===== src/rtl/ehl_ahb_simple_master.sv =====
// Single-transfer AHB-Lite master: a command is accepted into an address-phase
// stage, moves to a data-phase stage, and produces one in-order response.
module ehl_ahb_simple_master #(
    parameter logic [3:0] HPROT_VAL = 4'h3
) (
    input  logic        hclk,
    input  logic        hresetn,
    input  logic        cmd_valid,
    output logic        cmd_ready,
    input  logic        cmd_write,
    input  logic [31:0] cmd_addr,
    input  logic [2:0]  cmd_size,
    input  logic [31:0] cmd_wdata,
    output logic        rsp_valid,
    output logic [31:0] rsp_rdata,
    output logic        rsp_err,
    output logic        rsp_abort,
    output logic        busy,
    output logic [31:0] haddr,
    output logic [1:0]  htrans,
    output logic        hwrite,
    output logic [2:0]  hsize,
    output logic [2:0]  hburst,
    output logic [3:0]  hprot,
    output logic        hmastlock,
    output logic [31:0] hwdata,
    input  logic        hready,
    input  logic [1:0]  hresp,
    input  logic [31:0] hrdata
);

    localparam int unsigned AW = 32;
    localparam int unsigned DW = 32;
    localparam logic [1:0] HTRANS_IDLE   = 2'b00;
    localparam logic [1:0] HTRANS_NONSEQ = 2'b10;

    logic          ap_valid_q, ap_valid_d;
    logic          ap_write_q, ap_write_d;
    logic [AW-1:0] ap_addr_q,  ap_addr_d;
    logic [2:0]    ap_size_q,  ap_size_d;
    logic [DW-1:0] ap_wdata_q, ap_wdata_d;
    logic          dp_valid_q, dp_valid_d;
    logic          dp_write_q, dp_write_d;
    logic [DW-1:0] dp_wdata_q, dp_wdata_d;
    logic          err_st_q,   err_st_d;
    logic          abort_q,    abort_d;
    logic          rsp_valid_q, rsp_valid_d;
    logic          rsp_err_q,   rsp_err_d;
    logic          rsp_abort_q, rsp_abort_d;
    logic [DW-1:0] rsp_rdata_q, rsp_rdata_d;
    logic          accept;
    logic          unused_hresp;

    assign unused_hresp = hresp[1];

    assign cmd_ready = hready & ~err_st_q;
    assign accept    = cmd_valid & cmd_ready;

    assign haddr     = ap_addr_q;
    assign hwrite    = ap_write_q;
    assign hsize     = ap_size_q;
    assign htrans    = ap_valid_q ? HTRANS_NONSEQ : HTRANS_IDLE;
    assign hwdata    = dp_wdata_q;
    assign hburst    = 3'b000;
    assign hprot     = HPROT_VAL;
    assign hmastlock = 1'b0;

    assign rsp_valid = rsp_valid_q;
    assign rsp_err   = rsp_err_q;
    assign rsp_abort = rsp_abort_q;
    assign rsp_rdata = rsp_rdata_q;
    assign busy      = ap_valid_q | dp_valid_q | abort_q;

    // Pipeline advance, error cancellation and response generation
    always_comb begin
        ap_valid_d  = ap_valid_q;
        ap_write_d  = ap_write_q;
        ap_addr_d   = ap_addr_q;
        ap_size_d   = ap_size_q;
        ap_wdata_d  = ap_wdata_q;
        dp_valid_d  = dp_valid_q;
        dp_write_d  = dp_write_q;
        dp_wdata_d  = dp_wdata_q;
        err_st_d    = err_st_q;
        abort_d     = abort_q;
        rsp_valid_d = 1'b0;
        rsp_err_d   = 1'b0;
        rsp_abort_d = 1'b0;
        rsp_rdata_d = '0;

        if (hready) begin
            dp_valid_d = ap_valid_q;
            if (ap_valid_q) begin
                dp_write_d = ap_write_q;
                if (ap_write_q) begin
                    dp_wdata_d = ap_wdata_q;
                end
            end
            ap_valid_d = accept;
            if (accept) begin
                ap_write_d = cmd_write;
                ap_addr_d  = cmd_addr;
                ap_size_d  = cmd_size;
                ap_wdata_d = cmd_wdata;
            end
            err_st_d = 1'b0;
        end else if (dp_valid_q && hresp[0]) begin
            // First ERROR cycle: cancel the queued address phase
            err_st_d   = 1'b1;
            ap_valid_d = 1'b0;
            if (ap_valid_q) begin
                abort_d = 1'b1;
            end
        end

        if (dp_valid_q && hready) begin
            rsp_valid_d = 1'b1;
            rsp_err_d   = hresp[0];
            rsp_rdata_d = dp_write_q ? '0 : hrdata;
        end else if (abort_q && !err_st_q) begin
            rsp_valid_d = 1'b1;
            rsp_err_d   = 1'b1;
            rsp_abort_d = 1'b1;
            abort_d     = 1'b0;
        end
    end

    always_ff @(posedge hclk or negedge hresetn) begin
        if (!hresetn) begin
            ap_valid_q  <= 1'b0;
            ap_write_q  <= 1'b0;
            ap_addr_q   <= '0;
            ap_size_q   <= '0;
            ap_wdata_q  <= '0;
            dp_valid_q  <= 1'b0;
            dp_write_q  <= 1'b0;
            dp_wdata_q  <= '0;
            err_st_q    <= 1'b0;
            abort_q     <= 1'b0;
            rsp_valid_q <= 1'b0;
            rsp_err_q   <= 1'b0;
            rsp_abort_q <= 1'b0;
            rsp_rdata_q <= '0;
        end else begin
            ap_valid_q  <= ap_valid_d;
            ap_write_q  <= ap_write_d;
            ap_addr_q   <= ap_addr_d;
            ap_size_q   <= ap_size_d;
            ap_wdata_q  <= ap_wdata_d;
            dp_valid_q  <= dp_valid_d;
            dp_write_q  <= dp_write_d;
            dp_wdata_q  <= dp_wdata_d;
            err_st_q    <= err_st_d;
            abort_q     <= abort_d;
            rsp_valid_q <= rsp_valid_d;
            rsp_err_q   <= rsp_err_d;
            rsp_abort_q <= rsp_abort_d;
            rsp_rdata_q <= rsp_rdata_d;
        end
    end

endmodule


===== config.mk =====
export PLATFORM = sky130hd
export DESIGN_NAME = ehl_ahb_simple_master
export DESIGN_NICKNAME = d
export VERILOG_FILES = /design/src/rtl/ehl_ahb_simple_master.sv
export SDC_FILE = /design/constraint.sdc
export NUM_CORES = 1
export LEC_CHECK = 0
export ABC_AREA = 0
export CAP_MARGIN = 20
export CORE_AREA = 2 2 125 127
export DETAILED_ROUTE_END_ITERATION = 6
export DIE_AREA = 0 0 127 129
export PLACE_DENSITY = 0.78
export SLEW_MARGIN = 10
export SYNTH_ARGS = -nofsm -noshare
export SYNTH_HDL_FRONTEND = slang
export SYNTH_SLANG_ARGS = --single-unit

===== constraint.sdc =====
create_clock -name hclk -period 1.2 [get_ports hclk]
set_input_delay 0.18 -clock hclk [delete_from_list [all_inputs] [get_ports hclk]]
set_output_delay 0.18 -clock hclk [all_outputs]
set_load 0.01 [all_outputs]

==> insert_results.sql, run 1 <==
INSERT INTO impl_metrics (metric_group, metric, value, unit) VALUES
('route', 'detail-route-antenna-nets', '0', ''),
('placement', 'post-dp-hpwl', '8.22', 'mm'),
('yosys', 'share_of_the_synthesized_area_in_compound_gates_ao_oa_aoi_oai', '0.00914', ''),
('worst_setup_path', 'startpoint', 'ap_valid_q', ''),
('pwr', 'seq_power_share', '0.417', ''),
('yosys', 'synth_area', '5200', 'um^2'),
('global_routing', 'pin_count_of_the_biggest_net_entering_global_routing', '41', ''),
('yosys', 'synth_top_area_frac', '0.674', ''),
('worst_setup_path', 'worst_ep_required_time', '1.02', 'ns'),
('floorplanning', 'die-area', '16400', 'um^2'),
('yosys', 'netlist_instances', '323', ''),
('pwr', 'combPwrFrac', '0.232', ''),
('status', 'outcome', 'complete, but fails checks', ''),
('yosys', 'synth_seq_cells', '140', ''),
('worst_setup_path', 'rr_startpoint', 'err_st_q', ''),
('pwr', 'peakVddDrop', '0.829', 'mV'),
('cts', 'number_of_buffers_created_by_cts', '17', ''),
('yosys', 'synthAdderAreaFrac', '0', ''),
('yosys', 'basic_gate_share_of_the_synthesized_area_counting_and_or_nand_and_nor_cells', '0.0592', ''),
('worst_hold_path', 'holdCritPathClass', 'input pin to asynchronous set/reset pin', ''),
('worst_setup_path', 'timing.critical_path.slowest_cell_delay', '0.39', 'ns'),
('route', 'routed_wl', '13.4', 'mm'),
('yosys', 'combinational_family_with_the_most_area_after_synthesis', 'multiplexers', ''),
('timing', 'final_max_slew_viols', '0', ''),
('floorplanning', 'placeableCoreArea', '15000', 'um^2'),
('global_routing', 'number_of_antenna_violations_at_the_first_check_in_global_routing', '0', ''),
('pwr', 'p_int', '11.2', 'mW'),
('flow_run', 'maxCapViolCount', '0', ''),
('route', 'firstDrtPassIters', '5', ''),
('route', 'route.layer.met1.wl', '5.81', 'mm'),
('cts', 'ctsLongestPathBuffers', '2', ''),
('yosys', 'synth_xor_area_frac', '0', ''),
('timing', 'timing.final.ws_setup', '-0.291', 'ns'),
('placement', 'number_of_port_buffers', '210', ''),
('yosys', 'synthDistinctLibCells', '25', ''),
('route', 'detail_route.drc_violations', '0', ''),
('cells_and_area', 'nets', '681', ''),
('pwr', 'cellPowerDensity', '1870', 'nW/um^2'),
('yosys', 'yosysMostFrequentCell', 'dfrtp_1', ''),
('cells_and_area', 'layout-drive-gt1-share', '0.483', ''),
('cells_and_area', 'fillcell_total', '1247', ''),
('global_routing', 'track_usage', '0.165', ''),
('cts', 'reg_clk_slew_reported_paths', '0.06', 'ns'),
('yosys', 'most_frequent_cells_after_synthesis', '140 x dfrtp_1, 91 x mux2_2, 33 x and2_1', ''),
('global_routing', 'grt_pass1_vias', '3854', ''),
('yosys', 'post_synth_mux_area_share', '0.223', ''),
('worst_setup_path', 'reg2reg_setup_slack', '-0.24', 'ns'),
('cts', 'clk_latency', '0.41', 'ns'),
('worst_setup_path', 'crit_path_end_kind', 'output pin', ''),
('pwr', 'power.net_switching', '3.95', 'mW'),
('global_routing', 'wire_length_of_the_first_global_routing_pass', '20.5', 'mm'),
('timing', 'timing.final.setup_violations', '104', ''),
('worst_setup_path', 'critPathTopFamily', 'simple AND/OR/NAND/NOR gates', ''),
('cts', 'h-tree-depth', '4', ''),
('yosys', 'synth_top_cells_by_area', 'dfrtp_1 67%, mux2_2 20%, and2_1 4.0%', ''),
('worst_setup_path', 'timing.critical_path.slowest_stage_cell', 'or3_1', ''),
('cells_and_area', 'multiInputGateArea', '1640', 'um^2'),
('floorplanning', 'die_w', '127', 'um'),
('status', 'violations', 'setup timing', ''),
('route', 'max_used_layer', 'met4', ''),
('floorplanning', 'initial_core_util', '0.347', ''),
('yosys', 'synth_enable_flop_cells', '0', ''),
('worst_setup_path', 'crit_fanout', '2', ''),
('worst_setup_path', 'path_cells', 'or3_1 -> buf_2', ''),
('route', 'wl_met3', '912', 'um'),
('floorplanning', 'ioPinCount', '221', ''),
('timing', 'post-route-period-util', '1.24', ''),
('timing', 'finalClockSkew', '0.00811', 'ns'),
('route', 'met2_length', '6.46', 'mm'),
('worst_setup_path', 'crit_buf_inv', '1', ''),
('timing', 'finalHoldViolations', '0', '');
per-stage QoR:
stage,setup WS (ns),TNS [ns],instances,area (um^2),total power [mW]
finish,-0.291,-14.31,776,8100,15.1
global route,-0.349,-18.35,776,8100,15.9
CTS,-0.318,-15.29,777,8320,15.3
detailed placement,-0.528,-55.64,718,7590,10.4
global placement,-0.484,-53.80,718,7590,10.3
floorplan,-0.0591,-0.532,330,5240,7.91
timing repair:
item	in CTS	in global routing
endpoints found under the hold margin	97	0
setup buffers	14	10
hold buffers	1	0
cloned	12	2
pin swaps	0	1
resized for setup	410	67
setup endpoints to repair	238	155
final cells by class:
cell class / instances / share of cell area
Clock buffer: 21 / 0.0569
Clock inverter: 11 / 0.0176
Inverter: 2 / 0.000927
Multi-Input combinational cell: 165 / 0.203
Sequential cell: 140 / 0.433
Tap cell: 188 / 0.0291
Timing Repair Buffer: 249 / 0.260
power by group through the flow:
stage               logic (mW)  registers [mW]  clock network (mW)
floorplan                 1.19            6.72                   0
global placement          3.97            6.32                   0
detailed placement        4.05            6.39                   0
CTS                       3.59            6.29                5.42
global route              3.76            6.44                5.67
finish                    3.50            6.30                5.30
logic make-up (layout without fill, tap and decap cells):
| group | after synthesis | in the layout |
|---|---|---|
| and+or+nand+nor | 47 | 49 |
| buffers and inverters | 27 | 283 |
| AOI/OAI and AO/OA | 7 | 7 |
| other | 2 | 9 |
| muxes | 100 | 100 |
| DFF | 140 | 140 |
registers in the layout, summed over array words and instances (netlist names), 3 cells and up:
register and flops:
rsp_rdata 32, haddr 32, hwdata 32, ap_wdata_q 32, hsize 3
layer usage:
layer	track usage	up-vias
met5	0	-
met4	0.0427	0
met3	0.0640	11
met2	0.275	139
met1	0.203	1713
li1	-	1587
cells in the final DEF, fill, tap and decap left out, drive strengths merged, types with 2 or more instances in the layout:
master,n
and2,33
a21bo,2
conb,9
buf,132
nor2,2
dfrtp,140
o21ai,3
bufinv,3
inv,2
nand2b,2
clkinv,6
mux2,100
clkbuf,34
and3b,2
clkdlybuf4s50,102
nand3,3
nand3b,2
nand2,2
clkinvlp,2
path summary, 6_finish.rpt:
path,end,cells past startpoint
hold reg to reg,hsize[1],1
hold / removal,ap_wdata_q[11],2
setup / recovery,busy,2
min in group hclk,rsp_rdata[26],2
setup reg to reg,ap_wdata_q[4],5
max in group asynchronous,haddr[31],3
Note: power is estimated with default switching activity, not from simulation.
==> run 2, diff against run 1 <==
Settings changed: MAX_ROUTING_LAYER from default to met4.
==> run 2 against run 1 <==
  * The run still ends with setup timing left
  * Fmax is 0.22% higher
  * Core utilization is the same
  * Flip-flop and latch count is the same
  * Sequential power barely moved
  * Design area unchanged
  * Setup slack improved by 0.0032 ns
  * Clock power about the same
  * Clock-buffer cell count stayed put
  * Cell count stayed put
==> insert_results.sql, run 2 (synthesis results as in run 1) <==
INSERT INTO impl_metrics (metric_group, metric, value, unit) VALUES
('cts', 'clk_latency', '0.41', 'ns'),
('worst_setup_path', 'worst_ep_required_time', '1.02', 'ns'),
('cells_and_area', 'mostFrequentLayoutCell', 'dfrtp_1', ''),
('timing', 'timing.final.ws_setup', '-0.288', 'ns'),
('worst_hold_path', 'holdCritPathClass', 'input pin to asynchronous set/reset pin', ''),
('cts', 'cts.sink_count', '140', ''),
('floorplanning', 'placement_rows', '45', ''),
('cells_and_area', 'synthToLayoutAreaGrowth', '55.7', '%'),
('placement', 'post-dp-hpwl', '8.22', 'mm'),
('floorplanning', 'initial_core_util', '0.347', ''),
('timing', 'finalSetupTns', '-14.40', 'ns'),
('route', 'detail-route-antenna-nets', '0', ''),
('flow_run', 'maxCapViolCount', '0', ''),
('placement', 'number_of_port_buffers', '210', ''),
('worst_setup_path', 'timing.critical_path.slowest_cell_delay', '0.39', 'ns'),
('cts', 'tritoncts_clock_tree', 'yes', ''),
('worst_setup_path', 'timing.critical_path.slowest_stage_cell', 'or3_1', ''),
('pwr', 'cellPowerDensity', '1860', 'nW/um^2'),
('worst_setup_path', 'worstSetupStartpointType', 'flop', ''),
('route', 'route.vias.total', '3461', ''),
('worst_setup_path', 'timing.reg2reg.worst_path_depth', '5', ''),
('worst_setup_path', 'worstPathArrival', '1.31', 'ns'),
('global_routing', 'wire_length_of_the_first_global_routing_pass', '20.4', 'mm'),
('global_routing', 'gr-total-overflow', '0', ''),
('worst_setup_path', 'reg2reg_setup_slack', '-0.24', 'ns'),
('route', 'detail_route.wl_per_cell', '17.2', 'um'),
('status', 'violations', 'setup timing', ''),
('cells_and_area', 'nets', '681', ''),
('timing', 'post-route-period-util', '1.24', ''),
('cts', 'clk_root_buffer_cell', 'clkbuf_16', ''),
('route', 'detailedRoute.firstIterationViolations', '120', ''),
('global_routing', 'grt_pass1_vias', '3873', ''),
('floorplanning', 'die-area', '16400', 'um^2'),
('route', 'detail_route.drc_violations', '0', ''),
('pwr', 'cellLeakagePower', '3.93', 'nW'),
('placement', 'placed_cells', '718', ''),
('timing', 'rsz_0062_raised_after_global_routing', 'true', ''),
('route', 'vias_per_cell', '4.46', ''),
('worst_setup_path', 'crit_buf_inv', '1', ''),
('global_routing', 'number_of_antenna_violations_at_the_first_check_in_global_routing', '0', ''),
('worst_setup_path', 'crit_path_end', 'busy', ''),
('pwr', 'peakVddDrop', '0.816', 'mV'),
('status', 'outcome', 'complete, but fails checks', ''),
('placement', 'finalWeightedCongestion', '0.700', ''),
('cells_and_area', 'final_cell_mix', '140 x dfrtp_1, 102 x clkdlybuf4s50_1, 92 x buf_2', ''),
('worst_setup_path', 'reg2reg_capture_point', 'ap_wdata_q[4]', ''),
('worst_setup_path', 'critPathTopFamily', 'simple AND/OR/NAND/NOR gates', ''),
('cts', 'number_of_buffers_created_by_cts', '17', ''),
('timing', 'finalHoldViolations', '0', ''),
('worst_setup_path', 'criticalPathCategory', 'flop to output pin', ''),
('worst_setup_path', 'rr_startpoint', 'err_st_q', ''),
('timing', 'finalClockSkew', '0.00667', 'ns'),
('timing', 'final_max_slew_viols', '0', ''),
('cells_and_area', 'antenna_cells_inserted', '0', ''),
('cells_and_area', 'layout-drive-gt1-share', '0.483', ''),
('cts', 'h-tree-depth', '4', ''),
('cts', 'reg_clk_slew_reported_paths', '0.06', 'ns'),
('timing', 'min_period', '1.49', 'ns'),
('cells_and_area', 'final_cells', '776', ''),
('worst_setup_path', 'path_cells', 'or3_1 -> buf_2', ''),
('worst_setup_path', 'startpoint', 'ap_valid_q', ''),
('worst_setup_path', 'crit_path_end_kind', 'output pin', ''),
('floorplanning', 'die_w', '127', 'um'),
('timing', 'fmax', '672', 'MHz'),
('floorplanning', 'ioPinCount', '221', ''),
('worst_setup_path', 'timing.critical_path.depth', '2', ''),
('worst_setup_path', 'crit_fanout', '2', ''),
('floorplanning', 'die_height', '129', 'um'),
('timing', 'timing.final.setup_violations', '104', ''),
('floorplanning', 'placeableCoreArea', '15000', 'um^2'),
('global_routing', 'track_usage', '0.170', ''),
('timing', 'hold_slack', '0.233', 'ns'),
('route', 'routed_wl', '13.4', 'mm'),
('route', 'firstDrtPassIters', '4', ''),
('global_routing', 'pin_count_of_the_biggest_net_entering_global_routing', '41', ''),
('cts', 'ctsLongestPathBuffers', '2', '');
[run 2: cell counts in the layout (fill, tap and decap cells not counted)]
Identical to the previous run, type by type.
[run 2: worst min-delay path by stage]
stage | startpoint | end | slack [ns] | cells after the start
floorplan | hresetn | abort_q | -0.12 | 0
global placement | hresetn | hwdata[11] | 0.09 | 1
detailed placement | hresetn | ap_wdata_q[11] | 0.09 | 1
CTS | hresetn | ap_wdata_q[11] | 0.22 | 2
global route | hresetn | ap_wdata_q[11] | 0.24 | 2
finish | hresetn | ap_wdata_q[11] | 0.23 | 2
[run 2: what timing repair did]
| action | 4_1_cts | 5_1_grt |
|---|---|---|
| hold endpoints to repair | 97 | 0 |
| pin swaps | 0 | 1 |
| hold buffers | 1 | 0 |
| gates resized for setup | 410 | 67 |
| cloned | 12 | 2 |
| buffers inserted | 14 | 10 |
| setup endpoints to repair | 238 | 155 |
[run 2: worst reg2reg max path, cell delays in order (launching register included)]
cell and delay, ns:
dfrtp_1 0.42, buf_6 0.14, nand3b_4 0.20, buf_6 0.16, buf_12 0.14, mux2_2 0.28
[run 2: routing by layer]
metal  vias up  track usage  share of wire
li1       1587            -              -
met1      1725        0.211           0.44
met2       140        0.274           0.48
met3         9       0.0524          0.063
met4         0       0.0427         0.0093
met5         -            -              0
[run 2: cell type report]
cell class	instances	area, um^2
clock buffer	21	460
fill	1245	6880
multi-input combinational	165	1640
inverter	2	7.51
timing repair buffer	249	2100
tap	188	235
sequential	140	3500
clock inverter	11	143
[run 2: power breakdown]
group	internal [mW]	switching [mW]	total [mW]	leakage, nW
Sequential	5.78	0.511	6.29	1.73
Combinational	2.00	1.50	3.50	1.91
Clock	3.37	1.93	5.30	0.293
[run 2: metrics by stage]
step / power [mW] / utilization / cell area (um^2) / setup WS [ns]
3_5_place_dp: 10.4 / 0.507 / 7590 / -0.528
4_1_cts: 15.3 / 0.555 / 8320 / -0.318
2_1_floorplan: 7.91 / - / 5240 / -0.0591
5_1_grt: 15.9 / 0.541 / 8100 / -0.355
3_3_place_gp: 10.3 / 0.507 / 7590 / -0.484
6_report: 15.1 / 0.541 / 8100 / -0.288
==> run 3, diff against run 2 <==
Settings changed: DONT_BUFFER_PORTS from default to 1, HOLD_SLACK_MARGIN from default to 0.06, PLACE_DENSITY 0.78 to 0.58.
==> run 3 against run 2 <==
  * The run ends with hold timing, setup timing left
  * Hold slack got worse by 0.77 ns
  * Sequential power increased by 10%
  * Register-to-register slack about the same
  * Non-clock buffer count is 115 lower
  * Fmax up 1.0%
  * Sequential share of layout area grew 2.8 points
  * Highest routed layer unchanged
==> insert_results.sql, run 3 (synthesis results as in run 1) <==
INSERT INTO impl_metrics (metric_group, metric, value, unit) VALUES
('cells_and_area', 'layout-drive-gt1-share', '0.369', ''),
('worst_setup_path', 'crit_path_end_kind', 'output pin', ''),
('timing', 'finalClockSkew', '0.00968', 'ns'),
('cells_and_area', 'layout.cell_area.non_filler', '7600', 'um^2'),
('floorplanning', 'placeableCoreArea', '15000', 'um^2'),
('pwr', 'cellLeakagePower', '3.49', 'nW'),
('cells_and_area', 'synthToLayoutAreaGrowth', '46.1', '%'),
('worst_setup_path', 'crit_fanout', '5', ''),
('cts', 'number_of_buffers_created_by_cts', '17', ''),
('cts', 'clk_latency', '0.42', 'ns'),
('placement', 'post-dp-hpwl', '6.70', 'mm'),
('worst_setup_path', 'worst_ep_required_time', '1.02', 'ns'),
('route', 'detailedRoute.firstIterationViolations', '126', ''),
('cells_and_area', 'fillcell_total', '1225', ''),
('route', 'firstDrtPassIters', '3', ''),
('cts', 'hold_buffers', '102', ''),
('placement', 'number_of_port_buffers', '0', ''),
('timing', 'fmax', '679', 'MHz'),
('timing', 'hold_slack', '-0.540', 'ns'),
('cells_and_area', 'mostFrequentLayoutCell', 'dfrtp_1', ''),
('pwr', 'cellPowerDensity', '1890', 'nW/um^2'),
('timing', 'timing.final.setup_violations', '101', ''),
('flow_run', 'maxCapViolCount', '0', ''),
('timing', 'post-route-period-util', '1.23', ''),
('worst_setup_path', 'worstPathArrival', '1.29', 'ns'),
('global_routing', 'wire_length_of_the_first_global_routing_pass', '18.3', 'mm'),
('pwr', 'peakVddDrop', '0.975', 'mV'),
('route', 'route.vias.total', '3103', ''),
('cts', 'ctsLongestPathBuffers', '2', ''),
('cells_and_area', 'final_cell_mix', '140 x dfrtp_1, 102 x dlygate4sd3_1, 78 x mux2_2', ''),
('worst_setup_path', 'criticalPathCategory', 'flop to output pin', ''),
('floorplanning', 'die_height', '129', 'um'),
('floorplanning', 'initial_core_util', '0.347', ''),
('cells_and_area', 'nets', '564', ''),
('global_routing', 'number_of_antenna_violations_at_the_first_check_in_global_routing', '0', ''),
('timing', 'final_max_slew_viols', '0', ''),
('timing', 'rsz_0062_raised_after_global_routing', 'true', ''),
('timing', 'min_period', '1.47', 'ns'),
('cts', 'clk_root_buffer_cell', 'clkbuf_16', ''),
('status', 'violations', 'hold timing, setup timing', ''),
('route', 'detail_route.drc_violations', '0', ''),
('global_routing', 'track_usage', '0.156', ''),
('floorplanning', 'die_w', '127', 'um'),
('floorplanning', 'die-area', '16400', 'um^2'),
('route', 'vias_per_cell', '4.71', ''),
('global_routing', 'pin_count_of_the_biggest_net_entering_global_routing', '141', ''),
('floorplanning', 'placement_rows', '45', ''),
('worst_setup_path', 'worstSetupStartpointType', 'flop', ''),
('timing', 'finalHoldViolations', '140', ''),
('placement', 'pre_cts_slack', '-0.0564', 'ns'),
('route', 'detail_route.wl_per_cell', '19.2', 'um'),
('placement', 'detailed_place.area', '5390', 'um^2'),
('cells_and_area', 'antenna_cells_inserted', '0', ''),
('timing', 'finalSetupTns', '-13.12', 'ns'),
('timing', 'timing.final.ws_setup', '-0.273', 'ns'),
('cts', 'cts.sink_count', '140', ''),
('route', 'routed_wl', '12.7', 'mm'),
('cts', 'reg_clk_slew_reported_paths', '0.06', 'ns'),
('status', 'outcome', 'complete, but fails checks', ''),
('global_routing', 'grt_pass1_vias', '3450', ''),
('placement', 'finalWeightedCongestion', '0.725', ''),
('worst_hold_path', 'holdCritPathClass', 'input pin to asynchronous set/reset pin', ''),
('floorplanning', 'ioPinCount', '221', ''),
('cts', 'tritoncts_clock_tree', 'yes', ''),
('cts', 'h-tree-depth', '4', ''),
('global_routing', 'gr-total-overflow', '0', ''),
('route', 'detail-route-antenna-nets', '0', '');
[run 3: cell types whose count changed in the layout (fill, tap and decap cells not counted), moves of 4 or more]
cell	before	now
buf_4	11	4
buf_6	15	4
buf_16	1	5
clkdlybuf4s50_1	102	0
dlygate4sd3_1	1	102
clkbuf_2	12	0
buf_2	92	0
inv_6	0	5
[run 3: per-stage QoR]
stage	util	power [mW]	hold WS (ns)	std cells
finish	0.507	14.4	-0.540	659
detailed placement	0.360	8.36	-0.113	501
CTS	0.496	14.3	-0.567	654
floorplan	-	7.91	-0.116	330
global placement	0.360	8.24	-0.112	501
global route	0.507	15.0	-0.571	659
[run 3: metal layers]
metal / track usage / vias to the layer above / share of wire
met4: 0.0679 / 0 / 0.016
met3: 0.0553 / 15 / 0.067
met1: 0.169 / 1595 / 0.40
li1: - / 1353 / -
met2: 0.261 / 140 / 0.51
met5: - / - / 0
[run 3: report_power, final]
group	switching [mW]	internal, mW	leakage [nW]	total, mW
sequential	1.14	5.79	1.73	6.93
combinational	0.595	1.45	1.47	2.04
clock	2.10	3.30	0.291	5.40
total	3.84	10.5	3.49	14.4
[run 3: critical path, stage by stage (launching register included)]
cell     delay, ns
dfrtp_1       0.39
buf_6         0.14
or3_4         0.35
[run 3: path summary, 6_finish.rpt]
| check | depth (start not counted) | startpoint | end | slack [ns] |
|---|---|---|---|---|
| setup / recovery | 2 | ap_valid_q | busy | -0.27 |
| min in group hclk | 3 | hready | ap_wdata_q[3] | 0.19 |
| hold / removal | 0 | hresetn | hwdata[8] | -0.54 |
| hold reg to reg | 1 | dp_write_q | dp_write_q | 0.48 |
| max in group asynchronous | 0 | hresetn | ap_wdata_q[28] | 1.61 |
| setup reg to reg | 5 | err_st_q | haddr[28] | -0.24 |
[run 3: area by class of cell]
| type | count | area [um^2] | share of cell area |
|---|---|---|---|
| multi-input cells | 163 | 1630 | 0.214 |
| clock inverters | 15 | 188 | 0.0247 |
| clock buffers | 17 | 425 | 0.0560 |
| inverters | 2 | 7.51 | 0.000988 |
| well taps | 188 | 235 | 0.0310 |
| flip-flops and latches | 140 | 3500 | 0.461 |
| repair buffers | 134 | 1610 | 0.212 |
[run 3: timing repair]
| action | 4_1_cts | 5_1_grt |
|---|---|---|
| buffers inserted | 12 | 3 |
| hold endpoints to repair | 248 | 140 |
| pin swaps | 2 | 1 |
| gates cloned | 7 | 6 |
| resized for setup | 26 | 28 |
| setup endpoints to repair | 70 | 137 |
